===== config.mk =====
export PLATFORM = sky130hd
export DESIGN_NAME = sipo_shift_register
export DESIGN_NICKNAME = d
export VERILOG_FILES = /design/src/rtl/seq_pkg.sv /design/src/rtl/dff_r.sv /design/src/rtl/sipo_shift_register.sv
export SDC_FILE = /design/constraint.sdc
export NUM_CORES = 1
export LEC_CHECK = 0
export ABC_CLOCK_PERIOD_IN_PS = 1400
export BUFFER_PORTS_ARGS = -buffer_cell sky130_fd_sc_hd__buf_4
export CAP_MARGIN = 0
export CORE_MARGIN = 8
export CORE_UTILIZATION = 40
export CTS_CLUSTER_DIAMETER = 200
export CTS_CLUSTER_SIZE = 10
export DETAILED_ROUTE_END_ITERATION = 8
export GPL_TIMING_DRIVEN = 0
export HOLD_SLACK_MARGIN = 0.02
export SYNTH_ARGS = -nofsm -noshare
export SYNTH_HDL_FRONTEND = slang
export SYNTH_SLANG_ARGS = --single-unit

===== constraint.sdc =====
create_clock -name c -period 1.4 [get_ports c]
set_clock_uncertainty 0.05 [all_clocks]
set_input_delay 0.07 -clock c [delete_from_list [all_inputs] [get_ports c]]
set_output_delay 0.07 -clock c [all_outputs]
set_load 0.01 [all_outputs]

===== src/rtl/seq_pkg.sv =====
// Shared constants and sizing helpers for the serial-to-parallel datapath.
package seq_pkg;

    localparam int MSB_FIRST_MODE = 1;
    localparam int LSB_FIRST_MODE = 0;

    // Bits needed to count 0..v-1, never less than one.
    function automatic int clog2(input int v);
        int r;
        r = 0;
        while ((1 << r) < v) begin
            r = r + 1;
        end
        return (r < 1) ? 1 : r;
    endfunction

    function automatic int cnt_max(input int width);
        return width - 1;
    endfunction

endpackage


===== src/rtl/dff_r.sv =====
// Single-bit rising-edge flop with asynchronous active-low reset to zero.
module dff_r (
    input  logic c,
    input  logic rn,
    input  logic d,
    output logic Q,
    output logic Qn
);

    always_ff @(posedge c or negedge rn) begin
        if (!rn) begin
            Q <= 1'b0;
        end else begin
            Q <= d;
        end
    end

    assign Qn = ~Q;

endmodule


===== src/rtl/sipo_shift_register.sv =====
// Serial-in parallel-out shift register with frame counter and word capture.
module sipo_shift_register
    import seq_pkg::*;
#(
    parameter int WIDTH     = 4,
    parameter int MSB_FIRST = 1,
    localparam int CW       = clog2(WIDTH)
) (
    input  logic             c,
    input  logic             rn,
    input  logic             d,
    input  logic             en,
    input  logic             clr,
    output logic [WIDTH-1:0] q,
    output logic [CW-1:0]    cnt,
    output logic [WIDTH-1:0] word,
    output logic             done
);

    localparam int            CNT_MAX = cnt_max(WIDTH);
    localparam logic [CW-1:0] CNT_TOP = CW'(CNT_MAX);

    logic [WIDTH-1:0] q_nx;
    logic [WIDTH-1:0] word_nx;
    logic [CW-1:0]    cnt_nx;
    logic             done_nx;
    logic [WIDTH-1:0] shifted;
    logic             wrap;

    assign wrap = (cnt == CNT_TOP);

    always_comb begin
        if (MSB_FIRST == MSB_FIRST_MODE) begin
            shifted = {q[WIDTH-2:0], d};
        end else begin
            shifted = {d, q[WIDTH-1:1]};
        end
    end

    // clr wins over en; word is only touched on a completed frame.
    always_comb begin
        q_nx    = q;
        cnt_nx  = cnt;
        word_nx = word;
        done_nx = 1'b0;
        if (clr) begin
            q_nx   = '0;
            cnt_nx = '0;
        end else if (en) begin
            q_nx = shifted;
            if (wrap) begin
                cnt_nx  = '0;
                word_nx = shifted;
                done_nx = 1'b1;
            end else begin
                cnt_nx = cnt + 1'b1;
            end
        end
    end

    for (genvar i = 0; i < WIDTH; i++) begin : g_data
        dff_r u_q (
            .c (c),
            .rn(rn),
            .d (q_nx[i]),
            .Q (q[i]),
            .Qn()
        );
        dff_r u_word (
            .c (c),
            .rn(rn),
            .d (word_nx[i]),
            .Q (word[i]),
            .Qn()
        );
    end

    for (genvar i = 0; i < CW; i++) begin : g_cnt
        dff_r u_cnt (
            .c (c),
            .rn(rn),
            .d (cnt_nx[i]),
            .Q (cnt[i]),
            .Qn()
        );
    end

    dff_r u_done (
        .c (c),
        .rn(rn),
        .d (done_nx),
        .Q (done),
        .Qn()
    );

endmodule


* Word level (Yosys, flattened, before mapping)
Index checks and enable logic that the tools add are counted.
Widths: inputs -> output; s select.
** Cells by class
- $add $sub $neg :: 1
- $mul :: 0
- Div/mod/pow operators :: 0
- $lt $le $gt $ge :: 0
- Eq/ne operators :: 1
- Shift-type cells :: 0
- Muxes and demuxes :: 8
- Bitwise gates (word level) :: 1
- Reductions and logical operators :: 2
** Operators with widths (number)
- $mux 4 :: 2
- $mux 2 :: 3
- $mux 1 :: 3
- $reduce_and 3->1 :: 1
- $add 2x1->2 const B :: 1
- $eq 2x2->1 const B :: 1
- $reduce_bool 2->1 :: 1
- $not 1->1 :: 1
** Word-level totals
- Register bits :: 11
- Bits in latches :: 0
- RAM bits :: 0
- ROM bits :: 0
- Output and inout port bits :: 11
- Logic and storage cells :: 24
- Memories :: 0

* Logic depth before layout (Yosys ltp)
- Depth after elaboration :: 4
- Depth in mapped cells :: 3

* By module
From an unflattened synthesis, not the netlist that was laid out.
** Unflattened totals
- Cell total of the unflattened synthesis :: 42
- Area, all modules :: 505.5 um^2
** By module, submodules not included
- dff_r :: times used 11, cells each 2, area an instance 28.8 um^2
- sipo_shift_register :: times used 1, cells each 20, area an instance 188.9 um^2

* Worst setup path before layout
Ideal clock, no wire load.
- Path type :: register to register
- Start point :: register g_cnt[0].u_cnt.Q
- End point :: register g_cnt[0].u_cnt.Q
- Library setup time :: 0.073 ns
- Arrival time :: 1.107 ns
- Data required time :: 1.277 ns
- Path slack :: 0.170 ns
- Cell stages (with the launch flop) :: 4
- Path buffers :: 0
- Period minus slack after synthesis :: 1.230 ns
- Cell sequence :: dfrtp_1 > ha_1 > or3b_1 > a21oi_2
** On the way
- Longest elaborated chain between the ends :: 4
** Ends and longest elaborated chain
- start: declaration :: line dff_r.sv:6 : output logic Q,
- start signal: assignment :: line dff_r.sv:12 : Q <= 1'b0;
- start signal: assignment :: line dff_r.sv:14 : Q <= d;
- $add 2x1->2 / $eq 2x2->1 (equally long branches) :: line sipo_shift_register.sv:56, sipo_shift_register.sv:30
- $mux 2 * :: line sipo_shift_register.sv:51 : if (wrap) begin
- $mux 2 * :: line sipo_shift_register.sv:49 : end else if (en) begin
- $mux 2 * :: line sipo_shift_register.sv:46 : if (clr) begin
Every way passes the cells marked *; elsewhere a longest branch is shown, timed or not. The select of a mux whose other input is x is not followed.
A chain may end at the register's enable or synchronous reset.

* Worst setup path in the final report
Same ends and word-level chain as after synthesis.

==> flow_summary.json <==
{
  "die_y_um": 52.6,
  "cts.path.max_buffers": 2,
  "cts.clk_slew.worst_paths_ns": 0.07,
  "dr.first_iter.drc_count": 4,
  "placed_area_um2": 659,
  "cts-root-buf": "clkbuf_4",
  "worstHoldEndpoint": "u_done.Q$_DFF_PN0_",
  "maxCapViolCount": 0,
  "port_buffers": 14,
  "layout-drive-gt1-share_pct": 54.0,
  "drt-met1-wl_um": 378,
  "core.rowCount": 13,
  "htreeDepth": 1,
  "ys_seq_area_share_pct": 51.4,
  "yosys_warnings": 0,
  "worst_slew_pin_slew_ns": 0.178,
  "final_cell_mix": "24 x buf_4, 11 x dfrtp_1, 5 x mux2i_1, 5 x nor2_1, 4 x mux2_2",
  "final_cell_area_um2": 716,
  "slew_violations": 0,
  "required_ns": 1.56,
  "vias_per_cell": 4.32,
  "crit_path_end_kind": "flop",
  "synth.distinct_cells": 12,
  "worstReg2RegStart": "g_cnt[0].u_cnt.Q$_DFFE_PN0P_",
  "maxUsedRoutingLayer": "met4",
  "post-cts-setup-buffers": 0,
  "antenna_found_initial": 0,
  "yosysTopAreaCellShare_pct": 51.4,
  "clkLatencyLatePin_ns": 0.27,
  "antenna_cells": 0,
  "num_vias": 337,
  "core_um2": 1270,
  "grt_setup_unrepaired": "false",
  "finalCritPeriodShare_pct": 92.2,
  "synth.area.top_cells": "dfrtp_1 51%, buf_4 14%, mux2i_1 9.3%, mux2_2 8.4%, nand3b_4 3.7%",
  "avgSynthCellArea_um2": 12.8,
  "grt_usage_pct": 7.68,
  "r2r_end": "g_cnt[0].u_cnt.Q$_DFFE_PN0P_",
  "ant_nets": 0,
  "synthesis.area_um2": 536,
  "drc_errors": 0,
  "first_pass_iters": 4,
  "power_leakage_nw": 0.421,
  "final_common_cell": "buf_4",
  "cts_resized": 0,
  "syn_to_final_growth_pct": 33.6,
  "yosysTopAreaCell": "dfrtp_1",
  "synth_seq_cells": 11,
  "fin_tns_setup_ns": 0,
  "cts_tree": "built",
  "reg2reg_slack_ns": 0.11,
  "holdPathStages": 3,
  "ios": 16,
  "syn-num-nets": 48,
  "max_freq_ghz": 0.775,
  "grt_max_degree": 12,
  "dp_hpwl_um": 763,
  "die_w_um": 52.6,
  "startpoint_type": "flop",
  "outcome": "complete, no violations",
  "cts_sinks": 11,
  "hold_path.class": "in -> reg",
  "grt_pass1_vias": 357,
  "wl_per_cell_um": 12.7,
  "grt-ovfl-total": 0,
  "grt_pass1_wl_um": 1530,
  "synth_cells": 42,
  "crit_type": "reg -> reg",
  "place_ws_ns": 0.109,
  "min-delay-start": "en",
  "cp.arrival_ns": 1.45,
  "routed_wl_um": 989,
  "cp_max_fo": 4,
  "power_density_nw_per_um2": 936,
  "globalplace.congestion": 0.702,
  "met3WireLength_um": 98,
  "hold_viol": 0,
  "relSlewSlack_pct": 87.8,
  "setup_viol": 0,
  "r2r.worst_path.cells": 3,
  "numCtsBuffers": 3,
  "fin_nets": 70,
  "ir_worst_vdd_v": 0.000465,
  "wl_met2_um": 493,
  "dieArea_um2": 2770,
  "worst_slack_ns": 0.109,
  "post-route-min-period_ns": 1.29,
  "start_util_pct": 42.2
}
## area by class of cell
type                       instances  area (um2)
clock buffer                       4        26.3
sequential                        11         275
timing repair buffer              17         135
buffer                            11        86.3
tap                               15        18.8
fill                             121         553
inverter                           1        3.75
multi-input combinational         19         170
## synthesized netlist by cell type
library cell,count
nor2_1,5
mux2_2,4
nand2b_1,1
dfrtp_1,11
buf_6,1
ha_1,1
or3b_1,1
a21oi_2,1
nand3b_4,1
inv_1,1
buf_4,10
mux2i_1,5
## cell families (layout without fill, tap and decap cells)
| kind of cell | after synthesis | count (layout) | synth area share [%] |
|---|---|---|---|
| simple gates | 8 | 8 | 10.0 |
| compound gates | 1 | 1 | 1.64 |
| buf+inv | 12 | 33 | 16.8 |
| mux | 9 | 9 | 17.8 |
| flops | 11 | 11 | 51.4 |
| fa+ha+maj | 1 | 1 | 2.34 |
## sequential cells by signal, indices dropped and copies added, names as in the netlist
register,flops
g_data.u_q.Q,4
g_data.u_word.Q,4
g_cnt.u_cnt.Q,2
u_done.Q,1
## worst max-delay path by stage
| stage | start | end |
|---|---|---|
| final | g_cnt[0].u_cnt.Q$_DFFE_PN0P_ | g_cnt[0].u_cnt.Q$_DFFE_PN0P_ |
| after global routing | g_cnt[0].u_cnt.Q$_DFFE_PN0P_ | g_data[2].u_word.Q$_DFFE_PN0P_ |
| after CTS | g_cnt[0].u_cnt.Q$_DFFE_PN0P_ | g_cnt[0].u_cnt.Q$_DFFE_PN0P_ |
| after detailed placement | g_cnt[0].u_cnt.Q$_DFFE_PN0P_ | g_cnt[0].u_cnt.Q$_DFFE_PN0P_ |
| after global placement | g_cnt[0].u_cnt.Q$_DFFE_PN0P_ | g_data[1].u_word.Q$_DFFE_PN0P_ |
| after floorplan | g_cnt[0].u_cnt.Q$_DFFE_PN0P_ | g_cnt[0].u_cnt.Q$_DFFE_PN0P_ |
## per-stage QoR
stage	util [%]	hold slack, ns	power, mW	instances
after floorplan	-	-0.276	0.407	42
after global placement	52.0	-0.142	0.450	71
after detailed placement	52.0	-0.142	0.455	71
after CTS	56.4	0.0592	0.683	78
after global routing	56.4	0.0755	0.702	78
final	56.4	0.0624	0.670	78
## power by group
group	internal [mW]	switching, mW	total, mW
registers	0.333	0.0110	0.344
clock network	0.111	0.105	0.216
logic	0.0667	0.0440	0.111
total	0.510	0.160	0.670
## what timing repair did
action,CTS,global route
setup endpoints to repair,0,0
hold buffers,3,0
endpoints found under the hold margin,18,0
## metal layers
metal	vias up	track usage, %
li1	169	-
met4	0	5.17
met3	2	4.26
met5	-	0
met2	10	12.6
met1	156	7.08
## critical path, stage by stage (launching register included)
cell     delay, ns
dfrtp_1       0.41
ha_1          0.25
or3b_1        0.40
a21oi_2       0.12
(Power assumes the default switching activity.)
